`src/rtl/instrumentation_trip_latch.sv`:
```
// Per-channel trip qualifier: mode gating, debounce over consecutive samples, latch until operator reset.
// Latency: one cycle from accepted sample to trip_out/out_valid.
// Backpressure: one-deep output register; sample_ready = !out_valid | out_ready, so a stalled result holds.
module instrumentation_trip_latch #(
    parameter int NChannels = 3,
    parameter int Debounce  = 4,
    parameter int CntW      = 3
) (
    input  logic                   clk,
    input  logic                   rst,
    input  logic                   sample_valid,
    output logic                   sample_ready,
    input  logic [NChannels-1:0]   sensor_trips,
    input  logic [2*NChannels-1:0] modes,
    input  logic                   reset_trip,
    input  logic [NChannels-1:0]   reset_mask,
    output logic                   out_valid,
    input  logic                   out_ready,
    output logic [NChannels-1:0]   trip_out
);

    // Channel mode; the reserved encoding is treated exactly like bypass.
    typedef enum logic [1:0] {
        MODE_BYPASS  = 2'd0,
        MODE_OPERATE = 2'd1,
        MODE_FORCE   = 2'd2,
        MODE_RSVD    = 2'd3
    } mode_t;

    // Counter value at which the next qualifying sample completes the debounce.
    localparam logic [CntW-1:0] DebLast = CntW'(Debounce - 1);

    // All per-channel state is indexed by bit position, which already follows
    // the trip generator's channel-0-at-MSB ordering, so no reordering is needed.
    logic [NChannels-1:0]           latch_q, latch_d;
    logic [NChannels-1:0][CntW-1:0] cnt_q, cnt_d;
    logic                           out_valid_q, out_valid_d;
    logic [NChannels-1:0]           trip_out_q, trip_out_d;

    logic                           accept;
    logic [NChannels-1:0]           raw;
    logic [NChannels-1:0]           forced;

    assign sample_ready = !out_valid_q || out_ready;
    assign accept       = sample_valid && sample_ready;
    assign out_valid    = out_valid_q;
    assign trip_out     = trip_out_q;

    // Decode the current-cycle raw trip per channel from its mode and sensor bit.
    always_comb begin
        raw    = '0;
        forced = '0;
        for (int b = 0; b < NChannels; b++) begin
            mode_t m;
            m         = mode_t'(modes[2*b+1 -: 2]);
            forced[b] = (m == MODE_FORCE);
            raw[b]    = forced[b] || ((m == MODE_OPERATE) && sensor_trips[b]);
        end
    end

    // Next latch/counter state: operator reset first, then the accepted sample
    // is applied to the post-reset state so a reset channel with raw=0 stays clear.
    always_comb begin
        latch_d = latch_q;
        cnt_d   = cnt_q;
        for (int b = 0; b < NChannels; b++) begin
            // A reset against a still-active raw trip is ignored for that channel.
            if (reset_trip && reset_mask[b] && !raw[b]) begin
                latch_d[b] = 1'b0;
                cnt_d[b]   = '0;
            end

            // Latched channels ignore samples and freeze their counter.
            if (accept && !latch_d[b]) begin
                if (raw[b] && forced[b]) begin
                    // Maintenance forced trip bypasses the debounce.
                    latch_d[b] = 1'b1;
                    cnt_d[b]   = '0;
                end else if (raw[b]) begin
                    if (cnt_d[b] == DebLast) begin
                        latch_d[b] = 1'b1;
                        cnt_d[b]   = '0;
                    end else begin
                        cnt_d[b] = cnt_d[b] + 1'b1;
                    end
                end else begin
                    // Any non-qualifying sample restarts the consecutive run.
                    cnt_d[b] = '0;
                end
            end
        end
    end

    // Output register: load on accept, drop valid on a consume without a new accept.
    always_comb begin
        out_valid_d = out_valid_q;
        trip_out_d  = trip_out_q;
        if (accept) begin
            out_valid_d = 1'b1;
            trip_out_d  = latch_d;
        end else if (out_ready) begin
            out_valid_d = 1'b0;
        end
    end

    // State registers; async reset also discards any undelivered result.
    always_ff @(posedge clk or posedge rst) begin
        if (rst) begin
            latch_q     <= '0;
            cnt_q       <= '0;
            out_valid_q <= 1'b0;
            trip_out_q  <= '0;
        end else begin
            latch_q     <= latch_d;
            cnt_q       <= cnt_d;
            out_valid_q <= out_valid_d;
            trip_out_q  <= trip_out_d;
        end
    end

endmodule

```
`config.mk`:
```
export PLATFORM = sky130hd
export DESIGN_NAME = instrumentation_trip_latch
export DESIGN_NICKNAME = d
export VERILOG_FILES = /design/src/rtl/instrumentation_trip_latch.sv
export SDC_FILE = /design/constraint.sdc
export NUM_CORES = 1
export LEC_CHECK = 0
export ABC_CLOCK_PERIOD_IN_PS = 2750
export BUFFER_PORTS_ARGS = -buffer_cell sky130_fd_sc_hd__clkbuf_2
export CORE_ASPECT_RATIO = 1.1
export CORE_UTILIZATION = 35
export CTS_CLUSTER_DIAMETER = 100
export CTS_CLUSTER_SIZE = 12
export DETAILED_ROUTE_END_ITERATION = 12
export HOLD_SLACK_MARGIN = 0.15
export PLACE_DENSITY = 0.58
export SETUP_SLACK_MARGIN = 0.05
export SLEW_MARGIN = 20
export SYNTH_ARGS = -nofsm -noshare
export SYNTH_HDL_FRONTEND = slang
export SYNTH_SLANG_ARGS = --single-unit
```
`constraint.sdc`:
```
create_clock -name clk -period 2.75 [get_ports clk]
set_clock_uncertainty 0.05 [all_clocks]
set_input_delay 0.6875 -clock clk [delete_from_list [all_inputs] [get_ports clk]]
set_output_delay 0.6875 -clock clk [all_outputs]
set_load 0.005 [all_outputs]
```
# After elaboration in Yosys (flattened, before gate mapping)
# Index checks and enable logic that the tools add are counted.
# Widths: inputs -> output; s select.
dict set report word_totals {
  ff_bits 16
  latch_bits 0
  mem_bits_rw 0
  romBits 0
  in_bits 17
  out_inout_bits 5
  wordCells 78
  mem_count 0
}
dict set report op_classes {
  addsub 3
  n_mul 0
  n_div 0
  n_lt_le_gt_ge 0
  eq_ne 9
  n_shift 0
  mux 32
  n_bitwise 0
  n_reduce_logical 28
}
# cell n
set ops {}
lappend ops {{$mux 3} 15}
lappend ops {{$mux 1} 17}
lappend ops {{$logic_and 1x1->1} 16}
lappend ops {{$add 3x1->3 const B} 3}
lappend ops {{$eq 3x2->1 const B} 3}
lappend ops {{$logic_not 1->1} 7}
lappend ops {{$eq 2x1->1 const B} 3}
lappend ops {{$eq 2x2->1 const B} 3}
lappend ops {{$logic_or 1x1->1} 4}
lappend ops {{$reduce_bool 2->1} 1}

# Depth between registers and ports, before layout
dict set report depth {
  depth_word 11
  ltp_mapped 7
  mapped_depth_nobuf 6
}

# Least setup slack after synthesis
# Ideal clock, no wire load.
dict set report synth_timing {
  path_kind {input port to flip-flop}
  from {input port sensor_trips[2]}
  to {register cnt_q[8] (netlist bit)}
  arrival_time_ps 1889
  t_required_ps 2606
  setup_slack_ps 717
  path_stages 7
  cell_sequence {and3b_1 -> clkbuf_1 -> o31ai_1 -> inv_1 -> ha_1 -> nand2b_1 -> a211oi_1}
}
# element line_no
set synth_rtl {}
lappend synth_rtl {{from (decl)} 13} ;# input logic [NChannels-1:0] sensor_trips,
lappend synth_rtl {{to (signal assigned)} 115} ;# cnt_q <= cnt_d;
lappend synth_rtl {{to (decl)} 36} ;# logic [NChannels-1:0][CntW-1:0] cnt_q, cnt_d;

# Final worst setup path
dict set report layout_timing {
  from {input port out_ready}
  to {output port sample_ready}
}
dict set report layout_between {
  elab_chain_len 1
}
# element line_no
set layout_lines {}
lappend layout_lines {{from (decl)} 18} ;# input logic out_ready,
lappend layout_lines {{$logic_or 1x1->1} 44} ;# assign sample_ready = !out_valid_q || out_ready;
lappend layout_lines {{to (decl)} 12} ;# output logic sample_ready,
# No other way between the ends.

==> summary.md <==
The run finished with clean final reports. For the overall power, the log shows 0.515 mW. After synthesis, the largest family of logic cells by area is simple AND/OR/NAND/NOR gates. Entering global routing, the biggest net connects 17 pins. Counting every net in the synthesized netlist gives 113. The xor and xnor area share after synthesis is 0, and the number of endpoints with negative hold slack in the final report is 0. In this run the post-CTS setup repair buffer count came out at 0.

The total via count after detailed routing is 753, and the share of synthesized cell area in full adder, half adder and majority cells is 0.0429. The number of vias per cell after detailed routing is 5.19, and the standard cell core area is 2300 um^2. Compared with the post-synthesis result, the final layout area differs by 18.9%. The number of synthesized register bits came out at 16. For this design, the slowest cell found on the critical path is sky130_fd_sc_hd__and2b_1.

In this run the static leakage power is 0.533 nW. The compound-gate portion of the synthesized area works out to 0.180. The tools report the number of top-level pins as 22. The run gives 0 as the number of antenna violations at the first check in global routing. The area of the die was 2700 um^2; the floorplan die height was 54.4 um. Setup repair after global routing left no endpoint under its margin.

The number of antenna diodes is 0, and the worst-case vdd ir drop is 0.226 mV. The critical path in this run is classified as in2out. Data on the critical path arrives at its endpoint at 1330 ps. The logs give 735 for the number of global-route vias before repair and 1000 um^2 for the total placed instance area.

The clock sink count is 16, and the worst-case clock buffer depth is 2. The clock root buffer is sky130_fd_sc_hd__clkbuf_4. The multiplexer area fraction after synthesis came out at 0.0572. In this design, the critical path's most frequently occurring cell is sky130_fd_sc_hd__clkbuf_2.

The final critical-path required period was 2070 ps. The tool flagged a number of max-cap violations equal to 0. The first global-routing pass estimated 3020 um of wire. The logs give 0.381 for the initial standard-cell utilization of the core and 1040 um^2 for the final cell area excluding filler cells.

The total routing resource utilization after global routing came out at 0.153. In this run the core area contains 18 standard-cell rows. Counting tap cells, the placed design contains a total of 141 instances. Setup slack closes at 683 ps. The area share of and/or/nand/nor cells after synthesis was 0.195; the number of DRC violations after detailed routing was 0. Yosys printed 0 warnings. Power spread over the standard cell area amounts to 495 nW/um^2. Along the worst path, the maximum fanout reaches 6.

The mean post-synth cell area is 9.40 um^2, and the unique cell type count in the Yosys netlist is 21. The final worst hold slack was 395 ps; the endpoint required time on the critical path was 2010 ps. The logs give 484 MHz for the highest clock frequency the design can meet and 1400 um for the half-perimeter wire length after placement.

In the final routed layout, each cell accounts on average for 12.5 um. The worst setup path is captured at a primary output. For this run, the post-layout net count is 136. The post-layout utilization of the core is 0.453. For the pin with the worst max-slew slack, the measured transition is 626 ps. Walking the worst path, the cells encountered are clkbuf_2 -> and2b_1 -> inv_1 -> clkbuf_2.

After clock tree synthesis, the repair step resized 0 gates. The setup slack after placement was 550 ps; the post-route fraction of the period consumed by the critical path was 0.752. The worst slew margin relative to its limit was 0.582; the DRC violation total after the first TritonRoute iteration was 7. The tools report the setup TNS as 0 ps. The min-delay analysis places its worst path in the category in2async. The final global-route overflow total is 0, and the residual antenna-violating net count after detailed routing is 0. Excluding fillers, the count of instances in the completed layout stands at 145. The run gives 0 as the quantity of hold-fixing buffers added after cts. TritonCTS built the clock tree.

The pre-antenna-repair detailed-routing pass consisted of 4 iterations. The sum of routed wire length over all layers was 1810 um; the number of clock buffers inserted by TritonCTS was 3. The tools report the H-tree depth as 1. Portion of the post-synthesis area used by sequential elements: 0.458.

Synthesis handed over a netlist of 93 instances. The kind of start point of the critical path is a primary input. Measured along the x axis, the die boundary spans 49.7 um. On the worst path, the slowest cell contributes a delay of 300 ps.

The fraction of layout instances using a drive strength above 1 was 0.226; the total count of max-transition violations in the final report was 0. For the worst-skew pair, the clock arrives at the later sink with an insertion delay of 280 ps. Setup violations remaining at the end of the flow were counted as 0. After synthesis the cells add up to 875 um^2. The number of I/O port buffers is 21.

Routability-driven placement finished with a final weighted congestion of 0.747. Clock-pin slew was measured on the worst setup and hold paths at 90 ps.
-- layout by cell type (no fill, tap or decap), drive strengths merged --
| cell type | n |
|---|---|
| ha | 3 |
| o21ai | 3 |
| or4 | 1 |
| dfrtp | 16 |
| nand2b | 5 |
| a31oi | 6 |
| o31ai | 9 |
| nand4bb | 1 |
| nor3 | 6 |
| inv | 12 |
| nor2 | 2 |
| and3b | 3 |
| clkbuf | 25 |
| mux2i | 5 |
| nand2 | 8 |
| nor2b | 3 |
| and2b | 1 |
| a211oi | 3 |
| a21oi | 3 |
-- layer usage --
metal  GRT usage  vias to the layer above  share of wire
met3      0.0278                        2          0.039
li1            -                      379              -
met1       0.177                      350           0.48
met5           0                        -              0
met2       0.270                       22           0.47
met4      0.0857                        0         0.0072
-- cell usage after synthesis, drive strengths merged --
master	instances	area, um^2
ha	3	37.5
mux2i	5	50.1
o21ai	3	15.0
and2b	1	7.51
nor2b	3	18.8
a21oi	3	15.0
nor2	2	7.51
a31oi	6	37.5
or4	1	7.51
nand4bb	1	11.3
and3b	3	26.3
inv	12	45.0
clkbuf	1	3.75
o31ai	9	67.6
buf	2	10.0
nand2b	5	31.3
dfrtp	16	400
nand2	8	30.0
nor3	6	30.0
a211oi	3	22.5
-- final timing paths --
check / start / end / slack (ps) / cells past startpoint
setup / recovery: out_ready / sample_ready / 680 / 4
hold / removal: rst / cnt_q[1] / 400 / 2
setup reg to reg: out_valid / cnt_q[6] / 1330 / 3
hold reg to reg: cnt_q[2] / cnt_q[2] / 460 / 2
max in group asynchronous: rst / out_valid / 1850 / 2
min in group clk: cnt_q[2] / cnt_q[2] / 460 / 2
-- cells by family (layout without fill, tap and decap cells) --
kind of cell	Yosys count	count (layout)
AND/OR/NAND/NOR	30	30
AO/OA/AOI/OAI	24	24
flip-flops	16	16
buffers and inverters	15	37
multiplexers	5	5
adder cells (fa/ha/maj)	3	3
-- layout make-up --
type	count	area, um^2
inverter	12	45.0
sequential	16	400
tap	30	37.5
multi-input combinational	62	415
fill	231	1260
timing repair buffer	21	105
clock buffer	4	36.3
-- registers in the layout (all words and copies together), names as in the netlist --
register and count:
cnt_q 9, latch_q 3, trip_out 3, out_valid 1
-- power by group --
group	switching [mW]	internal, mW	total (mW)
combinational	0.0532	0.0400	0.0932
sequential	0.0104	0.256	0.266
clock	0.0752	0.0806	0.156
-- worst max-delay path: cells and delay by family --
family / cells / cell delay [ps]
buffers and inverters: 3 / 340
and+or+nand+nor: 1 / 300
(Power assumes the default switching activity.)
